===== src/rtl/ins_fetch_pkg.sv =====
// Shared types and constants for the instruction fetch stage.
package ins_fetch_pkg;
  localparam int unsigned XLEN = 32;
  localparam logic [XLEN-1:0] NOP_INSTR = 32'h0000_0013;

  typedef struct packed {
    logic [XLEN-1:0] pc;
    logic [XLEN-1:0] instr;
  } fetch_entry_t;
endpackage


===== src/rtl/ins_fetch_if.sv =====
// Instruction-memory req/gnt/rvalid bus; master is the fetch stage, slave the memory.
interface ins_fetch_if;
  import ins_fetch_pkg::*;

  logic            imem_req;
  logic [XLEN-1:0] imem_addr;
  logic            imem_gnt;
  logic            imem_rvalid;
  logic [XLEN-1:0] imem_rdata;

  modport master (
    output imem_req, imem_addr,
    input  imem_gnt, imem_rvalid, imem_rdata
  );

  modport slave (
    input  imem_req, imem_addr,
    output imem_gnt, imem_rvalid, imem_rdata
  );
endinterface


===== src/rtl/ins_fetch_fifo.sv =====
// Show-ahead prefetch FIFO of {pc, instr} entries; clear has priority over push/pop.
module fetch_fifo
  import ins_fetch_pkg::*;
#(
  parameter  int unsigned DEPTH = 2,
  localparam int unsigned CW    = $clog2(DEPTH + 1)
) (
  input  logic          clk,
  input  logic          rst_n,
  input  logic          clear,
  input  logic          push,
  input  fetch_entry_t  wdata,
  input  logic          pop,
  output fetch_entry_t  rdata,
  output logic [CW-1:0] count,
  output logic          empty,
  output logic          full
);
  localparam int unsigned AW = $clog2(DEPTH);

  fetch_entry_t    mem [DEPTH];
  logic [AW-1:0]   wr_ptr;
  logic [AW-1:0]   rd_ptr;
  logic            do_push;
  logic            do_pop;

  assign empty   = (count == '0);
  assign full    = (count == CW'(DEPTH));
  assign do_pop  = pop && !empty;
  assign do_push = push && (!full || do_pop);
  assign rdata   = mem[rd_ptr];

  always_ff @(posedge clk or negedge rst_n) begin
    if (!rst_n) begin
      wr_ptr <= '0;
      rd_ptr <= '0;
      count  <= '0;
      for (int unsigned i = 0; i < DEPTH; i++) mem[i] <= '0;
    end else if (clear) begin
      wr_ptr <= '0;
      rd_ptr <= '0;
      count  <= '0;
    end else begin
      if (do_push) begin
        mem[wr_ptr] <= wdata;
        wr_ptr      <= wr_ptr + 1'b1;
      end
      if (do_pop) rd_ptr <= rd_ptr + 1'b1;
      count <= count + CW'(do_push) - CW'(do_pop);
    end
  end
endmodule


===== src/rtl/ins_fetch.sv =====
// Instruction fetch stage: PC generation, credit-limited imem requests, prefetch FIFO, redirect flush.
// Optional FETCH_PERF_EN adds perf_fetch_cnt / perf_empty_cnt counters.
module ins_fetch
  import ins_fetch_pkg::*;
#(
  parameter logic [31:0] RESET_PC   = 32'h0000_0000,
  parameter int unsigned FIFO_DEPTH = 2
) (
  input  logic              clk,
  input  logic              rst_n,
  ins_fetch_if.master       imem,
  input  logic              redirect_in,
  input  logic [XLEN-1:0]   redirect_pc_in,
  input  logic              pipeline_stall_in,
  output logic              if_valid_out,
  output logic [XLEN-1:0]   if_instruction_out,
  output logic [XLEN-1:0]   if_pc_out,
  output logic [XLEN-1:0]   if_pc_plus_4_out
`ifdef FETCH_PERF_EN
  ,
  output logic [31:0]       perf_fetch_cnt,
  output logic [31:0]       perf_empty_cnt
`endif
);
  localparam int unsigned CW = $clog2(FIFO_DEPTH + 1);

  logic [XLEN-1:0] fetch_pc;
  logic [XLEN-1:0] resp_pc;
  logic [XLEN-1:0] redirect_pc;
  logic [CW-1:0]   inflight;
  logic [CW-1:0]   drop_cnt;
  logic [CW-1:0]   fifo_count;
  logic [CW:0]     credit_used;
  logic            started;
  logic            issue;
  logic            rsp;
  logic            push;
  logic            pop;
  logic            fifo_empty;
  logic            fifo_full;
  logic            unused_pc_bits;
  fetch_entry_t    head;
  fetch_entry_t    push_entry;

  assign redirect_pc    = {redirect_pc_in[XLEN-1:2], 2'b00};
  assign unused_pc_bits = ^redirect_pc_in[1:0];

  // Outstanding requests plus buffered words may never exceed the FIFO depth,
  // so every response is guaranteed a slot without backpressure on rvalid.
  assign credit_used   = {1'b0, inflight} + {1'b0, fifo_count};
  assign imem.imem_req = started && !redirect_in && !fifo_full
                         && (credit_used < (CW + 1)'(FIFO_DEPTH));
  assign imem.imem_addr = fetch_pc;

  assign issue = imem.imem_req && imem.imem_gnt;
  assign rsp   = imem.imem_rvalid && (inflight != '0);
  assign push  = rsp && (drop_cnt == '0) && !redirect_in;
  assign pop   = if_valid_out && !pipeline_stall_in && !redirect_in;

  assign push_entry = '{pc: resp_pc, instr: imem.imem_rdata};

  fetch_fifo #(.DEPTH(FIFO_DEPTH)) u_fifo (
    .clk   (clk),
    .rst_n (rst_n),
    .clear (redirect_in),
    .push  (push),
    .wdata (push_entry),
    .pop   (pop),
    .rdata (head),
    .count (fifo_count),
    .empty (fifo_empty),
    .full  (fifo_full)
  );

  assign if_valid_out       = !fifo_empty;
  assign if_instruction_out = if_valid_out ? head.instr : NOP_INSTR;
  assign if_pc_out          = head.pc;
  assign if_pc_plus_4_out   = head.pc + 32'd4;

  always_ff @(posedge clk or negedge rst_n) begin
    if (!rst_n) begin
      started  <= 1'b0;
      fetch_pc <= RESET_PC;
      resp_pc  <= RESET_PC;
      inflight <= '0;
      drop_cnt <= '0;
    end else begin
      started  <= 1'b1;
      inflight <= inflight + CW'(issue) - CW'(rsp);
      if (redirect_in) begin
        // Everything still outstanding after this cycle belongs to the old path.
        fetch_pc <= redirect_pc;
        resp_pc  <= redirect_pc;
        drop_cnt <= inflight - CW'(rsp);
      end else begin
        if (issue) fetch_pc <= fetch_pc + 32'd4;
        if (push)  resp_pc  <= resp_pc + 32'd4;
        if (rsp && (drop_cnt != '0)) drop_cnt <= drop_cnt - 1'b1;
      end
    end
  end

`ifdef FETCH_PERF_EN
  always_ff @(posedge clk or negedge rst_n) begin
    if (!rst_n) begin
      perf_fetch_cnt <= '0;
      perf_empty_cnt <= '0;
    end else begin
      if (pop) perf_fetch_cnt <= perf_fetch_cnt + 32'd1;
      if (!if_valid_out && !pipeline_stall_in) perf_empty_cnt <= perf_empty_cnt + 32'd1;
    end
  end
`endif
endmodule


===== src/flat_wrapper.sv =====
// flat-port wrapper written by rule: the top's interface ports become plain ports
module ins_fetch_flat import ins_fetch_pkg::*;
#(
  parameter logic [31:0] RESET_PC   = 32'h0000_0000,
  parameter int unsigned FIFO_DEPTH = 2
)
  (clk, rst_n, redirect_in, redirect_pc_in, pipeline_stall_in, if_valid_out, if_instruction_out, if_pc_out, if_pc_plus_4_out, imem_imem_req, imem_imem_addr, imem_imem_gnt, imem_imem_rvalid, imem_imem_rdata);
  ins_fetch_if imem_i ();
  input  logic clk;
  input  logic rst_n;
  input  logic redirect_in;
  input  logic [XLEN-1:0] redirect_pc_in;
  input  logic pipeline_stall_in;
  output logic if_valid_out;
  output logic [XLEN-1:0] if_instruction_out;
  output logic [XLEN-1:0] if_pc_out;
  output logic [XLEN-1:0] if_pc_plus_4_out;
  output wire logic [$bits(imem_i.imem_req)-1:0] imem_imem_req;
  output wire logic [$bits(imem_i.imem_addr)-1:0] imem_imem_addr;
  input wire logic [$bits(imem_i.imem_gnt)-1:0] imem_imem_gnt;
  input wire logic [$bits(imem_i.imem_rvalid)-1:0] imem_imem_rvalid;
  input wire logic [$bits(imem_i.imem_rdata)-1:0] imem_imem_rdata;
  assign imem_imem_req = imem_i.imem_req;
  assign imem_imem_addr = imem_i.imem_addr;
  assign imem_i.imem_gnt = imem_imem_gnt;
  assign imem_i.imem_rvalid = imem_imem_rvalid;
  assign imem_i.imem_rdata = imem_imem_rdata;
  ins_fetch #(.RESET_PC(RESET_PC), .FIFO_DEPTH(FIFO_DEPTH)) u_core (.clk(clk), .rst_n(rst_n), .imem(imem_i), .redirect_in(redirect_in), .redirect_pc_in(redirect_pc_in), .pipeline_stall_in(pipeline_stall_in), .if_valid_out(if_valid_out), .if_instruction_out(if_instruction_out), .if_pc_out(if_pc_out), .if_pc_plus_4_out(if_pc_plus_4_out));
endmodule

===== config.mk =====
export PLATFORM = sky130hd
export DESIGN_NAME = ins_fetch_flat
export DESIGN_NICKNAME = d
export VERILOG_FILES = /design/src/rtl/ins_fetch_pkg.sv /design/src/rtl/ins_fetch_if.sv /design/src/rtl/ins_fetch_fifo.sv /design/src/rtl/ins_fetch.sv /design/src/flat_wrapper.sv
export SDC_FILE = /design/constraint.sdc
export NUM_CORES = 1
export LEC_CHECK = 0
export BUFFER_PORTS_ARGS = -buffer_cell sky130_fd_sc_hd__buf_4
export CAP_MARGIN = 20
export CORE_UTILIZATION = 50
export DETAILED_ROUTE_END_ITERATION = 7
export PLACE_DENSITY_LB_ADDON = 0.05
export SLEW_MARGIN = 20
export SYNTH_ARGS = -nofsm -noshare
export SYNTH_HDL_FRONTEND = slang
export SYNTH_HIERARCHICAL = 1
export SYNTH_SLANG_ARGS = --single-unit

===== constraint.sdc =====
create_clock -name clk -period 2.9 [get_ports clk]
set_clock_uncertainty 0.1 [all_clocks]
set_input_delay 0.145 -clock clk [delete_from_list [all_inputs] [get_ports clk]]
set_output_delay 0.145 -clock clk [all_outputs]
set_load 0.02 [all_outputs]

## Yosys cells after proc, flatten, opt, wreduce, memory -nomap -nowiden

Cells that the tools add are included.

| word-level totals | value |
|---|---|
| bits in registers | 201 |
| output and inout port bits | 130 |
| logic and storage cells | 78 |

| cells by class | value |
|---|---|
| $add $sub $neg | 12 |
| magnitude comparators | 4 |
| equal/unequal tests | 1 |
| mux-type cells | 18 |
| bitwise operators | 3 |
| reductions and logical operators | 28 |

Operator list:

| cell | count |
|---|---|
| $mux W64 | 4 |
| $mux W32 | 5 |
| $bwmux W128 | 1 |
| $add A32 B3 Y32 const B | 3 |
| $demux W64 S1 | 1 |
| $reduce_bool A2 Y1 | 7 |
| $logic_and A1 B1 Y1 | 13 |
| $mux W2 | 3 |
| $sub A2 B1 Y2 | 3 |
| $add A2 B1 Y2 | 2 |
| $ge A2 B2 Y1 const B | 2 |
| $logic_not A1 Y1 | 4 |
| $logic_not A2 Y1 | 2 |
| $mux W1 | 4 |
| $not A1 Y2 | 2 |
| $add A2 B2 Y3 | 1 |
| $lt A3 B2 Y1 const B | 1 |
| $add A1 B1 Y1 const B | 2 |
| $eq A2 B2 Y1 const B | 1 |
| $lt A2 B1 Y1 const B | 1 |
| $reduce_and A2 Y1 | 1 |
| $sub A2 B1 Y2 const B | 1 |
| $logic_or A1 B1 Y1 | 1 |
| $not A1 Y1 | 1 |

## Logic depth before layout (Yosys ltp)

| depth | value |
|---|---|
| depth after elaboration | 10 |
| gate-level depth with buffers | 11 |
| mapped depth without buffers | 10 |

## By module

The synthesis kept the hierarchy.

By module, submodules not included:

| module | instances | cells each | area an instance (sq um) | seq. area each (sq um) |
|---|---|---|---|---|
| fetch_fifo | 1 | 365 | 5979.5 | 3303.2 |
| ins_fetch | 1 | 541 | 4548.1 | 1626.6 |

## Least setup slack after synthesis

No wires, ideal clock.

| timing path | value |
|---|---|
| kind | register -> output |
| start point | register u_core.u_fifo.rd_ptr |
| end point | output if_pc_plus_4_out[24] |
| data arrival time | 2.752 ns |
| data required time | 2.655 ns |
| slack | -0.097 ns |
| cell stages (with the launch flop) | 10 |
| buffers on the path | 2 |
| cell sequence | dfrtp_1 clkbuf_1 clkbuf_1 mux2_2 ha_1 inv_1 nor3_2 and4_1 nand4_1 xnor2_1 |

| between the ends | value |
|---|---|
| longest elaborated chain between the ends | 5 |

RTL lines:

| what | RTL line | text |
|---|---|---|
| from (decl) | ins_fetch_fifo.sv:23 | `logic [AW-1:0] rd_ptr;` |
| from (signal assigned) | ins_fetch_fifo.sv:48 | `if (do_pop) rd_ptr <= rd_ptr + 1'b1;` |
| $not A1 Y2 (implied by the code) | ins_fetch_fifo.sv:31 | `assign rdata = mem[rd_ptr];` |
| $mux W64 (implied by the code) (3 in series) | ins_fetch_fifo.sv:31 |  |
| via if_pc_out[2] | flat_wrapper.sv:16 | `output logic [XLEN-1:0] if_pc_out;` |
| $add A32 B3 Y32 | ins_fetch.sv:78 | `assign if_pc_plus_4_out = head.pc + 32'd4;` |
| to (decl) | flat_wrapper.sv:17 | `output logic [XLEN-1:0] if_pc_plus_4_out;` |

The timed path passes the listed nets, and every way through them passes these cells. The select of a mux whose other input is x is not followed.

## Worst setup path after layout

| timing path | value |
|---|---|
| start point | register u_core.u_fifo.rd_ptr |
| end point | output if_pc_plus_4_out[31] |

| between the ends | value |
|---|---|
| longest elaborated chain between the ends | 5 |

RTL lines:

| what | RTL line |
|---|---|
| $not A1 Y2 (implied by the code) | ins_fetch_fifo.sv:31 |
| $mux W64 (implied by the code) (3 in series) | ins_fetch_fifo.sv:31 |
| $add A32 B3 Y32 | ins_fetch.sv:78 |

Every way passes these cells. The select of a mux whose other input is x is not followed.

==> results.yml <==
min_path:
  hold_path_depth: 5
  holdCritPathClass: "input port to flop"
grt:
  antenna_found_initial: 0
  grt_pass1_vias: 7773
  grt_max_degree: 71
  grt_pass1_wl_mm: 41.2
  overflow: 0
  grt_use_total_pct: 24.0
synthesis:
  yosysSeqAreaShare_pct: 46.8
  ys.flop_type: "dfrtp_1"
  ys_warn_count: 6
  synth_seq_cells: 197
  synthCells: 906
  syn_area_um2: 10500
  synth-edff-count: 0
  async_flop_share_pct: 100
  yosysUniqueCellTypes: 60
  syn_avg_cell_area_um2: 11.6
worst_setup_path:
  path_max_fanout: 11
  path_cells: "buf_6, mux2_4, nand4_1, buf_4, nor3_4, and4_4, nand4_1, xnor2_1, buf_4"
  worst-setup-path-type: "flop to output pin"
  slowest_stage: "dfrtp_2"
  start_kind: "flop"
  max_stage_delay_ns: 0.41
  r2r_cells: 10
  cp.required_ns: 2.65
  crit_path_end_kind: "output pin"
  cp.arrival_ns: 2.53
finish:
  fillers: 1559
  nNetsFinal: 1251
  antennaDiodeCount: 0
  drive_gt1_share_pct: 40.1
  seq_area_um2: 4930
  multiInputGateArea_um2: 5370
  finalNonFillerCells: 1452
  area_delta_synth_final_pct: 31.0
clocking:
  tritoncts: "done"
  clock_sinks: 197
  htree_levels: 4
  clockBufferDepth: 2
  clock_latency_ns: 0.43
  root_buffer: "clkbuf_16"
  numCtsBuffers: 17
  clkTransAtPathRegs_ns: 0.07
timing:
  slew_headroom_pct: 51.3
  slew_viol_final: 0
  final.period_utilization_pct: 95.7
  fmax_mhz: 360
  fin_crit_ns: 2.78
  report.final.hold_viol_count: 0
  hold_ws_ns: 0.0796
  setup_viol: 0
  tightest_slew_ns: 0.730
power:
  power_switching_uw: 3390
  combPwrFrac_pct: 38.0
  power_report.internal_total_uw: 7040
  power.leakage_uw: 0.00637
  swShare_pct: 32.5
  total_power_uw: 10400
  p_seq_share_pct: 36.3
  p_clk_share_pct: 25.7
  ir_worst_vdd_mv: 0.476
  powerDensity_nw_per_um2: 756
detailed_routing:
  ant_nets: 0
  drt_wl_total_mm: 25.6
  drt_iter0_drc: 414
  wl_per_cell_um: 17.6
  num_vias: 7900
  vias_per_cell: 5.44
  dr.pass1.iters: 5
  drc: 0
floorplan:
  rows: 52
  die_area_um2: 21600
  initial_core_util_pct: 51.5
  io_pins: 200
  coreArea_um2: 20400
  chipHeight_um: 147
  die_x_um: 147
placed_design:
  hpwlAfterDp_mm: 17.6
  gp_congestion: 0.857
  port_buffers: 195
  place_inst: 1355
run:
  maxCapViolCount: 0
status:
  outcome: "finished, final reports clean"
==> metal layers <==
| metal | GRT usage (%) | share of wire (%) | up-vias |
|---|---|---|---|
| met5 | 0 | 0 | - |
| met4 | 6.49 | 1.4 | 0 |
| met3 | 2.98 | 3.9 | 26 |
| met2 | 40.2 | 48 | 235 |
| met1 | 32.9 | 47 | 3877 |
| li1 | - | - | 3762 |
==> placed cells by master (no fill, tap or decap), drive strengths merged, types with 9 or more instances in the layout <==
cell type and count:
o211ai 15, nand3 41, nor2 34, nor3 13, nand2 79, buf 226
and4 16, inv 21, nand4 28, dfrtp 197, ha 9, xor2 20
o21ai 43, xnor2 44, dlygate4sd3 63, mux2 194, clkbuf 20, nor2b 32
==> path summary, 6_finish.rpt <==
| path | from | end | slack [ns] |
|---|---|---|---|
| max in group asynchronous | rst_n | u_core/u_fifo/mem[8] | 1.64 |
| hold reg to reg | u_core/u_fifo/mem[31] | u_core/u_fifo/mem[31] | 0.38 |
| setup / recovery | u_core/u_fifo/rd_ptr | if_pc_plus_4_out[31] | 0.12 |
| setup reg to reg | u_core/u_fifo/count[0] | u_core/inflight[1] | 0.13 |
| min in group asynchronous | rst_n | u_core/u_fifo/mem[23] | 0.19 |
| hold / removal | pipeline_stall_in | u_core/u_fifo/rd_ptr | 0.08 |
==> metrics by stage <==
stage	setup WS, ns	util [%]	setup TNS [ns]	instance area, um^2
global placement	0.161	60.5	0	12400
CTS	0.0133	67.2	0	13700
detailed placement	0.137	60.5	0	12400
finish	0.124	67.5	0	13800
global route	-0.00696	67.5	-0.00702	13800
floorplan	0.0102	-	0	10600
==> logic make-up (layout without fill, tap and decap cells) <==
| family | after synthesis | in the layout | share of synthesized area [%] |
|---|---|---|---|
| AO/OA/AOI/OAI | 90 | 90 | 5.43 |
| buffers and inverters | 68 | 339 | 3.55 |
| other | 2 | 7 | 0.0713 |
| XOR/XNOR | 64 | 64 | 5.32 |
| AND/OR/NAND/NOR | 279 | 279 | 14.5 |
| flip-flops | 197 | 197 | 46.8 |
| multiplexers | 196 | 196 | 23.1 |
| adder cells (fa/ha/maj) | 10 | 10 | 1.26 |
==> worst max-delay path, delay by kind of cell (launching register included) <==
family | cells | cell delay, ns
simple gates | 4 | 0.77
buf+inv | 3 | 0.51
flops | 1 | 0.41
mux | 1 | 0.24
xor+xnor | 1 | 0.16
==> state kept, by name (all words and copies together), names as in the netlist <==
name                   cells
u_core/drop_cnt            2
u_core/imem.imem_addr     30
u_core/u_fifo/rd_ptr       1
u_core/u_fifo/wr_ptr       1
u_core/u_fifo/count        2
u_core/started             1
u_core/u_fifo/mem        128
u_core/resp_pc            30
u_core/inflight            2
==> cell type report <==
class                           count  share of cell area [%]
Clock buffer                       19                    3.21
Sequential cell                   197                    35.8
Timing Repair Buffer              290                    17.5
Clock inverter                     11                    1.60
Multi-Input combinational cell    646                    38.9
Tap cell                          270                    2.45
Inverter                           19                   0.517
==> repair_timing <==
action,in CTS,in global routing
endpoints found under the setup margin,14,19
resized for setup,19,12
pin swaps,6,6
gates cloned,0,0
hold endpoints to repair,191,0
buffers inserted,1,3
hold buffers,63,0
==> synth_stat cells, types with 18 or more instances <==
master    number  share of area, %
xor2_1        20               1.7
nor2_1        32               1.1
dfrtp_1      197                47
nand3_1       40               1.9
mux2_2       129                14
nand4_1       27               1.6
inv_1         18              0.64
nor2b_1       32               1.9
nand2_1       79               2.8
o21ai_0       41               1.9
clkbuf_1      20              0.71
mux2_4        60               8.6
xnor2_1       44               3.7
==> power groups by stage <==
stage	Sequential (uW)	Clock, uW	Combinational, uW
finish	3780	2680	3960
global route	3870	2830	4230
CTS	3780	2730	3940
detailed placement	3820	0	3800
global placement	3810	0	3730
floorplan	3770	0	2410
Power figures use the tool's default switching activity.
